### src/rtl/bp_pkg.sv
// ----------------------------------------------------------------------------
// bp_pkg
// Shared definitions for the branch-prediction blocks of the fetch stage:
//   - default geometry (history length, PHT index width, counter width),
//   - counter and branch-queue checkpoint types,
//   - gshare_idx(): the history-XOR-PC hash used for both lookup and training.
// No ports; imported with "import bp_pkg::*;".
// ----------------------------------------------------------------------------
package bp_pkg;

    localparam int GH_BITS_DEF   = 8;
    localparam int IDX_BITS_DEF  = 8;
    localparam int CTR_BITS_DEF  = 2;
    localparam int PC_LSB_DEF    = 2;
    localparam int STAT_BITS_DEF = 16;

    // Saturating direction counter at the default width.
    typedef logic [CTR_BITS_DEF-1:0] bp_ctr_t;

    // What the branch queue carries alongside each predicted branch so that
    // training and GHR repair can be done at resolve time.
    typedef struct packed {
        logic [GH_BITS_DEF-1:0] gh;
        logic [31:0]            pc;
    } bp_ckpt_t;

    // gshare hash: zero-extended history XOR the PC bits above the byte
    // offset, masked to idx_bits. Works on 32-bit values so one function
    // serves every parameterisation; callers truncate to their index width.
    function automatic logic [31:0] gshare_idx(
        input logic [31:0] gh,
        input logic [31:0] pc,
        input int          pc_lsb,
        input int          idx_bits
    );
        logic [31:0] mask;
        mask = (idx_bits >= 32) ? 32'hFFFF_FFFF : ((32'd1 << idx_bits) - 32'd1);
        return ((pc >> pc_lsb) ^ gh) & mask;
    endfunction

endpackage

### src/rtl/gshare_bp_if.sv
// ----------------------------------------------------------------------------
// gshare_bp_if
// Lookup / prediction / resolve bundle between fetch + branch queue and the
// gshare predictor.
//   lookup_valid, lookup_pc        : fetch presents a branch
//   pred_valid, pred_taken, pred_gh: same-cycle prediction and GHR checkpoint
//   resolve_valid, resolve_pc,
//   resolve_gh, resolve_taken,
//   resolve_mispredict             : branch resolution from the ROB/branch queue
//
// Handshake: there is no backpressure. A lookup is accepted exactly in the
// cycle pred_valid is high; a resolve is accepted in every cycle
// resolve_valid is high. resolve_mispredict is ignored unless resolve_valid.
//   master : fetch/branch-queue side (drives lookups and resolves)
//   slave  : predictor side
// ----------------------------------------------------------------------------
interface gshare_bp_if
    import bp_pkg::*;
#(
    parameter int GH_BITS = GH_BITS_DEF
);
    logic               lookup_valid;
    logic [31:0]        lookup_pc;
    logic               pred_valid;
    logic               pred_taken;
    logic [GH_BITS-1:0] pred_gh;
    logic               resolve_valid;
    logic [31:0]        resolve_pc;
    logic [GH_BITS-1:0] resolve_gh;
    logic               resolve_taken;
    logic               resolve_mispredict;

    modport master (
        output lookup_valid, lookup_pc,
        output resolve_valid, resolve_pc, resolve_gh, resolve_taken, resolve_mispredict,
        input  pred_valid, pred_taken, pred_gh
    );

    modport slave (
        input  lookup_valid, lookup_pc,
        input  resolve_valid, resolve_pc, resolve_gh, resolve_taken, resolve_mispredict,
        output pred_valid, pred_taken, pred_gh
    );

endinterface

### src/rtl/sat_counter_upd.sv
// ----------------------------------------------------------------------------
// sat_counter_upd
// Combinational next value of a CTR_BITS-wide saturating direction counter.
//   i_cur   : current counter value
//   i_taken : 1 = count up, 0 = count down
//   o_next  : updated value, clamped at all-ones and at zero (never wraps)
// ----------------------------------------------------------------------------
module sat_counter_upd
    import bp_pkg::*;
#(
    parameter int CTR_BITS = CTR_BITS_DEF
) (
    input  logic [CTR_BITS-1:0] i_cur,
    input  logic                i_taken,
    output logic [CTR_BITS-1:0] o_next
);

    localparam logic [CTR_BITS-1:0] CTR_MAX = '1;
    localparam logic [CTR_BITS-1:0] CTR_MIN = '0;
    localparam logic [CTR_BITS-1:0] CTR_ONE = CTR_BITS'(1);

    always_comb begin
        o_next = i_cur;
        if (i_taken) begin
            if (i_cur != CTR_MAX) begin
                o_next = i_cur + CTR_ONE;
            end
        end else begin
            if (i_cur != CTR_MIN) begin
                o_next = i_cur - CTR_ONE;
            end
        end
    end

endmodule

### src/rtl/gshare_bp.sv
// ----------------------------------------------------------------------------
// gshare_bp
// gshare branch predictor: a PHT of CTR_BITS saturating counters indexed by
// (speculative GHR XOR PC), a speculative global history register that is
// repaired from the branch-queue checkpoint on mispredict, and saturating
// perf counters.
// Ports:
//   clock, reset  : system clock; synchronous active-high reset
//   bp (slave)    : lookup / prediction / resolve bundle (gshare_bp_if)
//   ghr_out       : current speculative GHR (debug visibility)
//   lookup_cnt    : accepted lookups, saturating
//   mispred_cnt   : resolved mispredicts, saturating
// Constraints: 2 <= GH_BITS <= IDX_BITS, CTR_BITS >= 1.
// ----------------------------------------------------------------------------
module gshare_bp
    import bp_pkg::*;
#(
    parameter int GH_BITS   = GH_BITS_DEF,
    parameter int IDX_BITS  = IDX_BITS_DEF,
    parameter int CTR_BITS  = CTR_BITS_DEF,
    parameter int PC_LSB    = PC_LSB_DEF,
    parameter int STAT_BITS = STAT_BITS_DEF
) (
    input  logic                 clock,
    input  logic                 reset,
    gshare_bp_if.slave           bp,
    output logic [GH_BITS-1:0]   ghr_out,
    output logic [STAT_BITS-1:0] lookup_cnt,
    output logic [STAT_BITS-1:0] mispred_cnt
);

    localparam int PHT_DEPTH = 1 << IDX_BITS;

    // Weakly not-taken: MSB clear, all lower bits set (01 for 2-bit counters).
    localparam logic [CTR_BITS-1:0] CTR_WNT  = CTR_BITS'((1 << (CTR_BITS - 1)) - 1);
    localparam logic [STAT_BITS-1:0] STAT_MAX = '1;
    localparam logic [STAT_BITS-1:0] STAT_ONE = STAT_BITS'(1);

    logic [CTR_BITS-1:0]  r_pht [PHT_DEPTH];
    logic [GH_BITS-1:0]   r_ghr;
    logic [STAT_BITS-1:0] r_lookup_cnt;
    logic [STAT_BITS-1:0] r_mispred_cnt;

    logic [IDX_BITS-1:0]  w_lkp_idx;
    logic [IDX_BITS-1:0]  w_res_idx;
    logic [CTR_BITS-1:0]  w_lkp_ctr;
    logic [CTR_BITS-1:0]  w_res_ctr;
    logic [CTR_BITS-1:0]  w_res_ctr_next;
    logic                 w_squash;
    logic                 w_pred_valid;
    logic                 w_pred_taken;

    // ------------------------------------------------------------------
    // Indexing: lookups hash the live GHR, training hashes the checkpoint
    // that travelled with the branch so it hits the entry that predicted it.
    // ------------------------------------------------------------------
    assign w_lkp_idx = IDX_BITS'(gshare_idx(32'(r_ghr), bp.lookup_pc, PC_LSB, IDX_BITS));
    assign w_res_idx = IDX_BITS'(gshare_idx(32'(bp.resolve_gh), bp.resolve_pc, PC_LSB, IDX_BITS));

    // Reads come straight from the flops, so a same-cycle training write to
    // the same entry is only seen by the next cycle's lookup.
    assign w_lkp_ctr = r_pht[w_lkp_idx];
    assign w_res_ctr = r_pht[w_res_idx];

    sat_counter_upd #(
        .CTR_BITS (CTR_BITS)
    ) u_sat_counter_upd (
        .i_cur   (w_res_ctr),
        .i_taken (bp.resolve_taken),
        .o_next  (w_res_ctr_next)
    );

    // ------------------------------------------------------------------
    // Prediction. A mispredict redirect flushes fetch, so a lookup in the
    // same cycle is squashed; nothing is predicted while in reset.
    // ------------------------------------------------------------------
    assign w_squash     = bp.resolve_valid & bp.resolve_mispredict;
    assign w_pred_valid = bp.lookup_valid & ~w_squash & ~reset;
    assign w_pred_taken = w_pred_valid & w_lkp_ctr[CTR_BITS-1];

    assign bp.pred_valid = w_pred_valid;
    assign bp.pred_taken = w_pred_taken;
    assign bp.pred_gh    = r_ghr;

    assign ghr_out     = r_ghr;
    assign lookup_cnt  = r_lookup_cnt;
    assign mispred_cnt = r_mispred_cnt;

    // ------------------------------------------------------------------
    // Pattern history table: trained on every resolve, mispredicted or not.
    // ------------------------------------------------------------------
    always_ff @(posedge clock) begin
        if (reset) begin
            for (int i = 0; i < PHT_DEPTH; i++) begin
                r_pht[i] <= CTR_WNT;
            end
        end else if (bp.resolve_valid) begin
            r_pht[w_res_idx] <= w_res_ctr_next;
        end
    end

    // ------------------------------------------------------------------
    // Speculative GHR. Repair wins over speculation: the repaired history is
    // the checkpoint with the branch's actual outcome shifted in.
    // ------------------------------------------------------------------
    always_ff @(posedge clock) begin
        if (reset) begin
            r_ghr <= '0;
        end else if (w_squash) begin
            r_ghr <= {bp.resolve_gh[GH_BITS-2:0], bp.resolve_taken};
        end else if (w_pred_valid) begin
            r_ghr <= {r_ghr[GH_BITS-2:0], w_pred_taken};
        end
    end

    // ------------------------------------------------------------------
    // Perf counters, sticky at all-ones.
    // ------------------------------------------------------------------
    always_ff @(posedge clock) begin
        if (reset) begin
            r_lookup_cnt  <= '0;
            r_mispred_cnt <= '0;
        end else begin
            if (w_pred_valid && (r_lookup_cnt != STAT_MAX)) begin
                r_lookup_cnt <= r_lookup_cnt + STAT_ONE;
            end
            if (w_squash && (r_mispred_cnt != STAT_MAX)) begin
                r_mispred_cnt <= r_mispred_cnt + STAT_ONE;
            end
        end
    end

endmodule

### src/flat_wrapper.sv
// flat-port wrapper written by rule: the top's interface ports become plain ports
module gshare_bp_flat import bp_pkg::*;
#(
    parameter int GH_BITS   = GH_BITS_DEF,
    parameter int IDX_BITS  = IDX_BITS_DEF,
    parameter int CTR_BITS  = CTR_BITS_DEF,
    parameter int PC_LSB    = PC_LSB_DEF,
    parameter int STAT_BITS = STAT_BITS_DEF
)
  (clock, reset, ghr_out, lookup_cnt, mispred_cnt, bp_lookup_valid, bp_lookup_pc, bp_resolve_valid, bp_resolve_pc, bp_resolve_gh, bp_resolve_taken, bp_resolve_mispredict, bp_pred_valid, bp_pred_taken, bp_pred_gh);
  gshare_bp_if #(.GH_BITS(GH_BITS)) bp_i ();
  input  logic clock;
  input  logic reset;
  output logic [GH_BITS-1:0] ghr_out;
  output logic [STAT_BITS-1:0] lookup_cnt;
  output logic [STAT_BITS-1:0] mispred_cnt;
  input wire logic [$bits(bp_i.lookup_valid)-1:0] bp_lookup_valid;
  input wire logic [$bits(bp_i.lookup_pc)-1:0] bp_lookup_pc;
  input wire logic [$bits(bp_i.resolve_valid)-1:0] bp_resolve_valid;
  input wire logic [$bits(bp_i.resolve_pc)-1:0] bp_resolve_pc;
  input wire logic [$bits(bp_i.resolve_gh)-1:0] bp_resolve_gh;
  input wire logic [$bits(bp_i.resolve_taken)-1:0] bp_resolve_taken;
  input wire logic [$bits(bp_i.resolve_mispredict)-1:0] bp_resolve_mispredict;
  output wire logic [$bits(bp_i.pred_valid)-1:0] bp_pred_valid;
  output wire logic [$bits(bp_i.pred_taken)-1:0] bp_pred_taken;
  output wire logic [$bits(bp_i.pred_gh)-1:0] bp_pred_gh;
  assign bp_i.lookup_valid = bp_lookup_valid;
  assign bp_i.lookup_pc = bp_lookup_pc;
  assign bp_i.resolve_valid = bp_resolve_valid;
  assign bp_i.resolve_pc = bp_resolve_pc;
  assign bp_i.resolve_gh = bp_resolve_gh;
  assign bp_i.resolve_taken = bp_resolve_taken;
  assign bp_i.resolve_mispredict = bp_resolve_mispredict;
  assign bp_pred_valid = bp_i.pred_valid;
  assign bp_pred_taken = bp_i.pred_taken;
  assign bp_pred_gh = bp_i.pred_gh;
  gshare_bp #(.GH_BITS(GH_BITS), .IDX_BITS(IDX_BITS), .CTR_BITS(CTR_BITS), .PC_LSB(PC_LSB), .STAT_BITS(STAT_BITS)) u_core (.clock(clock), .reset(reset), .bp(bp_i), .ghr_out(ghr_out), .lookup_cnt(lookup_cnt), .mispred_cnt(mispred_cnt));
endmodule
### config.mk
export PLATFORM = sky130hd
export DESIGN_NAME = gshare_bp_flat
export DESIGN_NICKNAME = d
export VERILOG_FILES = /design/src/rtl/bp_pkg.sv /design/src/rtl/gshare_bp_if.sv /design/src/rtl/sat_counter_upd.sv /design/src/rtl/gshare_bp.sv /design/src/flat_wrapper.sv
export SDC_FILE = /design/constraint.sdc
export NUM_CORES = 1
export LEC_CHECK = 0
export CORE_MARGIN = 2
export CORE_UTILIZATION = 50
export DETAILED_ROUTE_END_ITERATION = 10
export GPL_TIMING_DRIVEN = 1
export PLACE_DENSITY_LB_ADDON = 0.08
export SLEW_MARGIN = 20
export SYNTH_ARGS = -nofsm -noshare
export SYNTH_HDL_FRONTEND = slang
export SYNTH_SLANG_ARGS = --single-unit
### constraint.sdc
create_clock -name clock -period 7 [get_ports clock]
set_input_delay 2.1 -clock clock [delete_from_list [all_inputs] [get_ports clock]]
set_output_delay 2.1 -clock clock [all_outputs]
set_load 0.005 [all_outputs]
==> reports/summary.txt <==
CP Buf/Inv Count: 6
initial antenna violation count: 1
Net Count, Synth: 2599
Via density: 6.67
largest net degree at the start of global routing: 87
period utilisation layout: 0.986
Layout area overhead: 16.0%
CTS H-tree lvls: 2
Worst Path Max Fanout: 8
clock slew at reported path FFs: 0.06 ns
CTS tree: built
RD Place Congestion: 0.990
Yosys cell types: 55
post-synthesis sequential area ratio: 0.534
clk buf depth: 3
DP HPWL: 68800 um
final setup vio count: 0
maxcap violations: 0
Antenna Nets Post-Route: 0
WS Path Type: in -> out
Yosys reg bits: 552
max incr delay on CP: 0.56 ns
M1 GR Usage: 0.452
1st-iter DRT viols: 2953
Syn Inst Count: 2519
grt met2 use: 0.522
crit path time final: 6.90 ns
power after layout: 9090 uW
IO Pins: 128
clock sinks: 552
Slew Viols, Final: 0
count leader, synth: edfxtp_1
worst skew pair latency: 0.66 ns
ys flop type: edfxtp_1
Avg Inst Size Synth: 12.0 sq um
All-Layer GR Usage: 0.331
# DRC: 0
met3 Use GR: 0.0732
Initial Util: 0.504
Max stage delay cell, worst path: mux4_2
FP Rows: 90
Max-slew headroom: 0.297
Vert. Die Dim: 250 um
most common library cells after synthesis: 512 x edfxtp_1, 280 x nand3_1, 216 x nand2_1
final instance area: 35200 sq um
Power Dens Cells: 259 nW/um^2
Post-synth ARST share: 0
CTS root buf: clkbuf_16
die area: 62600 sq um
outcome: finished, final reports clean
synth warn: 0
FMAX: 145 MHz
first drt pass iteration count: 5
largest area contributor in the netlist: edfxtp_1
worst min-delay path category: reg -> reg
Routed WL: 105000 um
critical path, cell by cell: buf_4 > xor2_4 > buf_12 > buf_16 > buf_12 > buf_12 > mux4_2 > mux4_2 > a22oi_2 > nand3_2 > nand3_4 > nor2_2 > clkdlybuf4s15_1
area post-placement: 33000 sq um
Worst path most repeated cell: buf_12
first-pass GRT wire length: 152000 um
via count: 23000
vias in the first global route: 22400
final hold violation count: 0
WL/cell: 30.3 um
cell family with most CP delay: multiplexers
Crit path required time: 4.90 ns
Core Footprint: 60100 sq um
most area-consuming cells after synthesis: edfxtp_1 51%, mux4_2 9.2%, mux2i_1 4.8%, nand3_1 4.6%, a21o_1 3.5%
mapped cell area: 30300 sq um
Leak: 0.0118 uW
Crit. End Element: output port
TritonCTS Buffers: 61
layout cell share with drive strength beyond 1: 0.227
setup TNS: 0 ns
gr busiest metal: met2
Worst EP arrival: 4.80 ns
IO Port Bufs: 79
Worst VDD drop: 191 uV
EDFF count, synth: 512
Horiz. Die Dim: 250 um
Hold Buf Count CTS: 0
post-synth top area share: 0.507
Worst Tran Pin Value: 1.05 ns
clk_skew: 0.0287 ns
Critical Path Source Type: primary input
fin nets: 2692
GR Overflow Total: 0
## where the power goes
group | internal [uW] | switching (uW)
sequential | 3670 | 53.5
combinational | 823 | 1310
clock | 1860 | 1380
total | 6350 | 2740
## kinds of logic after synthesis
logic type / Yosys count / synth area share
multiplexers: 269 / 0.141
AND/OR/NAND/NOR: 1005 / 0.173
flip-flops: 552 / 0.534
XOR/XNOR: 56 / 0.0169
buffers and inverters: 285 / 0.0537
AO/OA/AOI/OAI: 348 / 0.0804
adder cells (fa/ha/maj): 4 / 0.00157
## metrics by stage
stage / hold WS, ns / util / std cells / setup WS, ns
global route: 0.571 / 0.585 / 3447 / -0.0147
detailed placement: 0.499 / 0.549 / 3327 / -0.734
finish: 0.512 / 0.585 / 3448 / 0.0992
CTS: 0.510 / 0.584 / 3446 / 0.0540
global placement: 0.490 / 0.549 / 3327 / -0.710
floorplan: 0.487 / - / 2519 / 0.138
## placed cells by master, fill, tap and decap left out, types with 6 or more instances in the layout
cell | Yosys | layout
a211o_1 | 11 | 11
clkdlybuf4s50_1 | 0 | 74
nor4_1 | 16 | 14
bufinv_16 | 0 | 6
xnor2_1 | 20 | 18
dfxtp_1 | 40 | 40
nand3_2 | 0 | 6
buf_12 | 0 | 48
nor2_1 | 177 | 162
nor3_2 | 100 | 112
nand2b_1 | 97 | 96
edfxtp_1 | 512 | 512
clkinv_1 | 0 | 13
buf_4 | 28 | 181
nor2_2 | 0 | 9
and3_1 | 8 | 7
a21o_1 | 141 | 141
a21oi_1 | 37 | 37
nand4_1 | 14 | 14
clkbuf_1 | 171 | 12
nor2_4 | 0 | 6
o21bai_1 | 28 | 28
nand2_1 | 216 | 216
inv_1 | 7 | 7
a211oi_1 | 26 | 22
nand3_1 | 280 | 273
clkinv_2 | 0 | 15
clkbuf_16 | 0 | 63
nor3_1 | 78 | 65
o22ai_1 | 65 | 65
mux4_2 | 124 | 124
xor2_1 | 33 | 28
mux2i_1 | 144 | 144
o21ai_0 | 16 | 16
## worst paths after layout
path	startpoint	end	slack, ns	cells after the start
hold reg to reg	u_core.lookup_cnt[11]$_SDFFE_PP0P_	u_core.lookup_cnt[11]$_SDFFE_PP0P_	0.51	2
setup / recovery	bp_lookup_pc[2]	bp_pred_taken	0.1	13
setup reg to reg	u_core.r_pht[186][1]$_SDFFCE_PN0P_	u_core.r_pht[224][1]$_SDFFCE_PN0P_	3.31	9
hold / removal	u_core.lookup_cnt[11]$_SDFFE_PP0P_	u_core.lookup_cnt[11]$_SDFFE_PP0P_	0.51	2
## worst register-to-register path, delay by kind of cell (launching register included)
family / cells / cell delay, ns
buffers and inverters: 2 / 0.43
AO/OA/AOI/OAI: 3 / 1.17
flip-flops: 1 / 0.43
adder cells (fa/ha/maj): 1 / 0.37
AND/OR/NAND/NOR: 2 / 0.52
multiplexers: 1 / 0.47
## registers in the layout (all words and copies together), names as in the netlist
register / cells
u_core.bp.pred_gh: 8
u_core.lookup_cnt: 16
u_core.mispred_cnt: 16
u_core.r_pht: 512
## layout make-up
class                   instances  area, sq um
clock inverters                40          352
fillers                      4950        25000
inverters                       7         26.3
flip-flops and latches        552        16200
clock buffers                  75         1620
repair buffers                308         3130
well taps                     782          978
diodes                          2         5.00
multi-input cells            1682        12900
## routing by layer
metal,part of all wire,routed length [um],vias up
met1,0.38,40200,11700
met4,0.040,4140,0
met2,0.46,48500,1386
met5,0,0,-
met3,0.11,11700,264
li1,-,-,9688
## repair_timing
item	in CTS	in global routing
resized for setup	16	8
setup buffers	3	0
gates cloned	1	0
pin swaps	7	3
hold endpoints to repair	0	0
setup endpoints to repair	1	1
Power figures use the tool's default switching activity.
==> patch: new RTL, config.mk and constraints unchanged <==
Register the output `mispred_cnt` once more, with the module's reset; this adds one clock of latency there. The other outputs are not delayed to match.
--- a/src/rtl/gshare_bp.sv
+++ b/src/rtl/gshare_bp.sv
@@ -84,7 +84,13 @@
 
     assign ghr_out     = r_ghr;
     assign lookup_cnt  = r_lookup_cnt;
-    assign mispred_cnt = r_mispred_cnt;
+    always_ff @(posedge clock) begin
+        if (reset) begin
+            mispred_cnt <= '0;
+        end else begin
+            mispred_cnt <= r_mispred_cnt;
+        end
+    end
 
     // ------------------------------------------------------------------
     // Pattern history table: trained on every resolve, mispredicted or not.
Check against the original RTL: not settled (the Yosys comparison gave no result); the edit may change what the design does.
==> patch against the unedited design <==
Design area up 2.2%; routed wire length fell by 2.9%; worst setup slack got worse by 57 ps; global-route usage shrank 1.3 points; synthesized area up 1.4%; sequential cell count grew 16; power grew 4.3%; clock skew down 6.0 ps.
==> patch: results <==
{
  "run_status": "complete, no violations",
  "area_share_of_buffers_outside_the_clock_network_pct": 8.93,
  "share_of_cells_above_drive_strength_1_pct": 24.2,
  "globalRouteTotalUtil_pct": 31.9,
  "worst-endpoint-arrival_ps": 4860,
  "maxSlewHeadroom_pct": 27.3,
  "dp_slack_ps": -650,
  "post_synth_num_cell_types": 48,
  "seq-cell-share_pct": 45.9,
  "drt-pass1-iter-count": 6,
  "grt_pass1_wl_um": 147000,
  "multi_input_cells": 1646,
  "met1_usage_pct": 44.7,
  "drtIter0Drc": 2926,
  "syn-num-nets": 2572,
  "postCtsSetupRepairBufs": 10,
  "min_delay_worst_endpoint": "u_core.mispred_cnt[7]",
  "worst-path-max-fanout": 6,
  "grt_use_met2_pct": 47.8,
  "clock_tree.htree_level_count": 3,
  "clock_buffer_count": 105,
  "power_dissipated_in_combinational_cells_mw": 2.17,
  "design.seq.count": 568,
  "regToRegSetupSlack_ps": 3320,
  "insertedDiodeCount": 1,
  "inverters_excl_clock": 4,
  "placed_area_um2": 33400,
  "final.period_utilization_pct": 99.4,
  "route.layer.met1.wl_um": 39600,
  "first_global_vias": 21875,
  "leakagePower_nw": 11.8,
  "post_synth_main_area_contributors": "sky130_fd_sc_hd__edfxtp_1 (50%), sky130_fd_sc_hd__mux4_2 (10%), sky130_fd_sc_hd__nand3_1 (4.5%), sky130_fd_sc_hd__mux2i_1 (4.5%), sky130_fd_sc_hd__nor3_2 (4.3%)",
  "clockNetworkAreaShare_pct": 6.06,
  "number_of_antenna_violations_at_the_first_check_in_global_routing": 2,
  "placed_cells": 3282,
  "power_frac_seq_pct": 40.1,
  "routed_wire_length_on_met2_um": 45200,
  "cts-buffers-inserted": 67,
  "final.fill_count": 4933,
  "grt_start_max_net_pins": 196,
  "clkTransAtPathRegs_ps": 60,
  "r2r_start": "u_core.r_pht[232][1]",
  "average_wire_length_per_cell_after_detail_routing_um": 29.7,
  "gpl.final_weighted_congestion": 0.897,
  "area_of_the_multi_input_gates_um2": 13100,
  "layout.cell_area.non_filler_um2": 35900,
  "synthTopCellsByCount": "sky130_fd_sc_hd__edfxtp_1 (512), sky130_fd_sc_hd__nand3_1 (279), sky130_fd_sc_hd__nor2_1 (188), sky130_fd_sc_hd__clkbuf_1 (171), sky130_fd_sc_hd__nand2_1 (170)",
  "clock_skew_ps": 22.6,
  "hold_path_startpoint": "u_core.r_mispred_cnt[7]",
  "cp_slowest_stage_delay_ps": 500,
  "finish.net_count": 2666,
  "synth_area_per_cell_um2": 12.3,
  "switch_pwr_mw": 2.76,
  "worst-r2r-cell-count": 11,
  "combPwrFrac_pct": 22.9,
  "met3_wirelength_um": 12500,
  "drt-total-wl_um": 102000
}
-- patch: changes by cell type in the layout (fill, tap and decap cells not counted), sizes merged, moves of 6 or more --
cell	change
nand2b	+13
a21o	-12
mux2i	-6
nor2b	+17
dfxtp	+16
nor2	+11
nor3	-18
mux4	+14
clkbuf	+31
a21oi	+6
buf	-11
nand2	-46
clkinv	-17
-- patch: critical path: cells and delay by family --
kind | cells | cell delay, ps
and+or+nand+nor | 3 | 410
AOI/OAI and AO/OA | 4 | 830
muxes | 1 | 500
buffers and inverters | 4 | 850
xor gates and xnor gates | 1 | 170
-- patch: cells by family after synthesis --
logic type | count (synthesis) | share of synthesized area (%)
flip-flops | 568 | 53.7
AO/OA/AOI/OAI | 335 | 7.52
AND/OR/NAND/NOR | 975 | 17.4
XOR/XNOR | 52 | 1.57
multiplexers | 280 | 14.8
adder cells (fa/ha/maj) | 4 | 0.155
buffers and inverters | 278 | 4.92
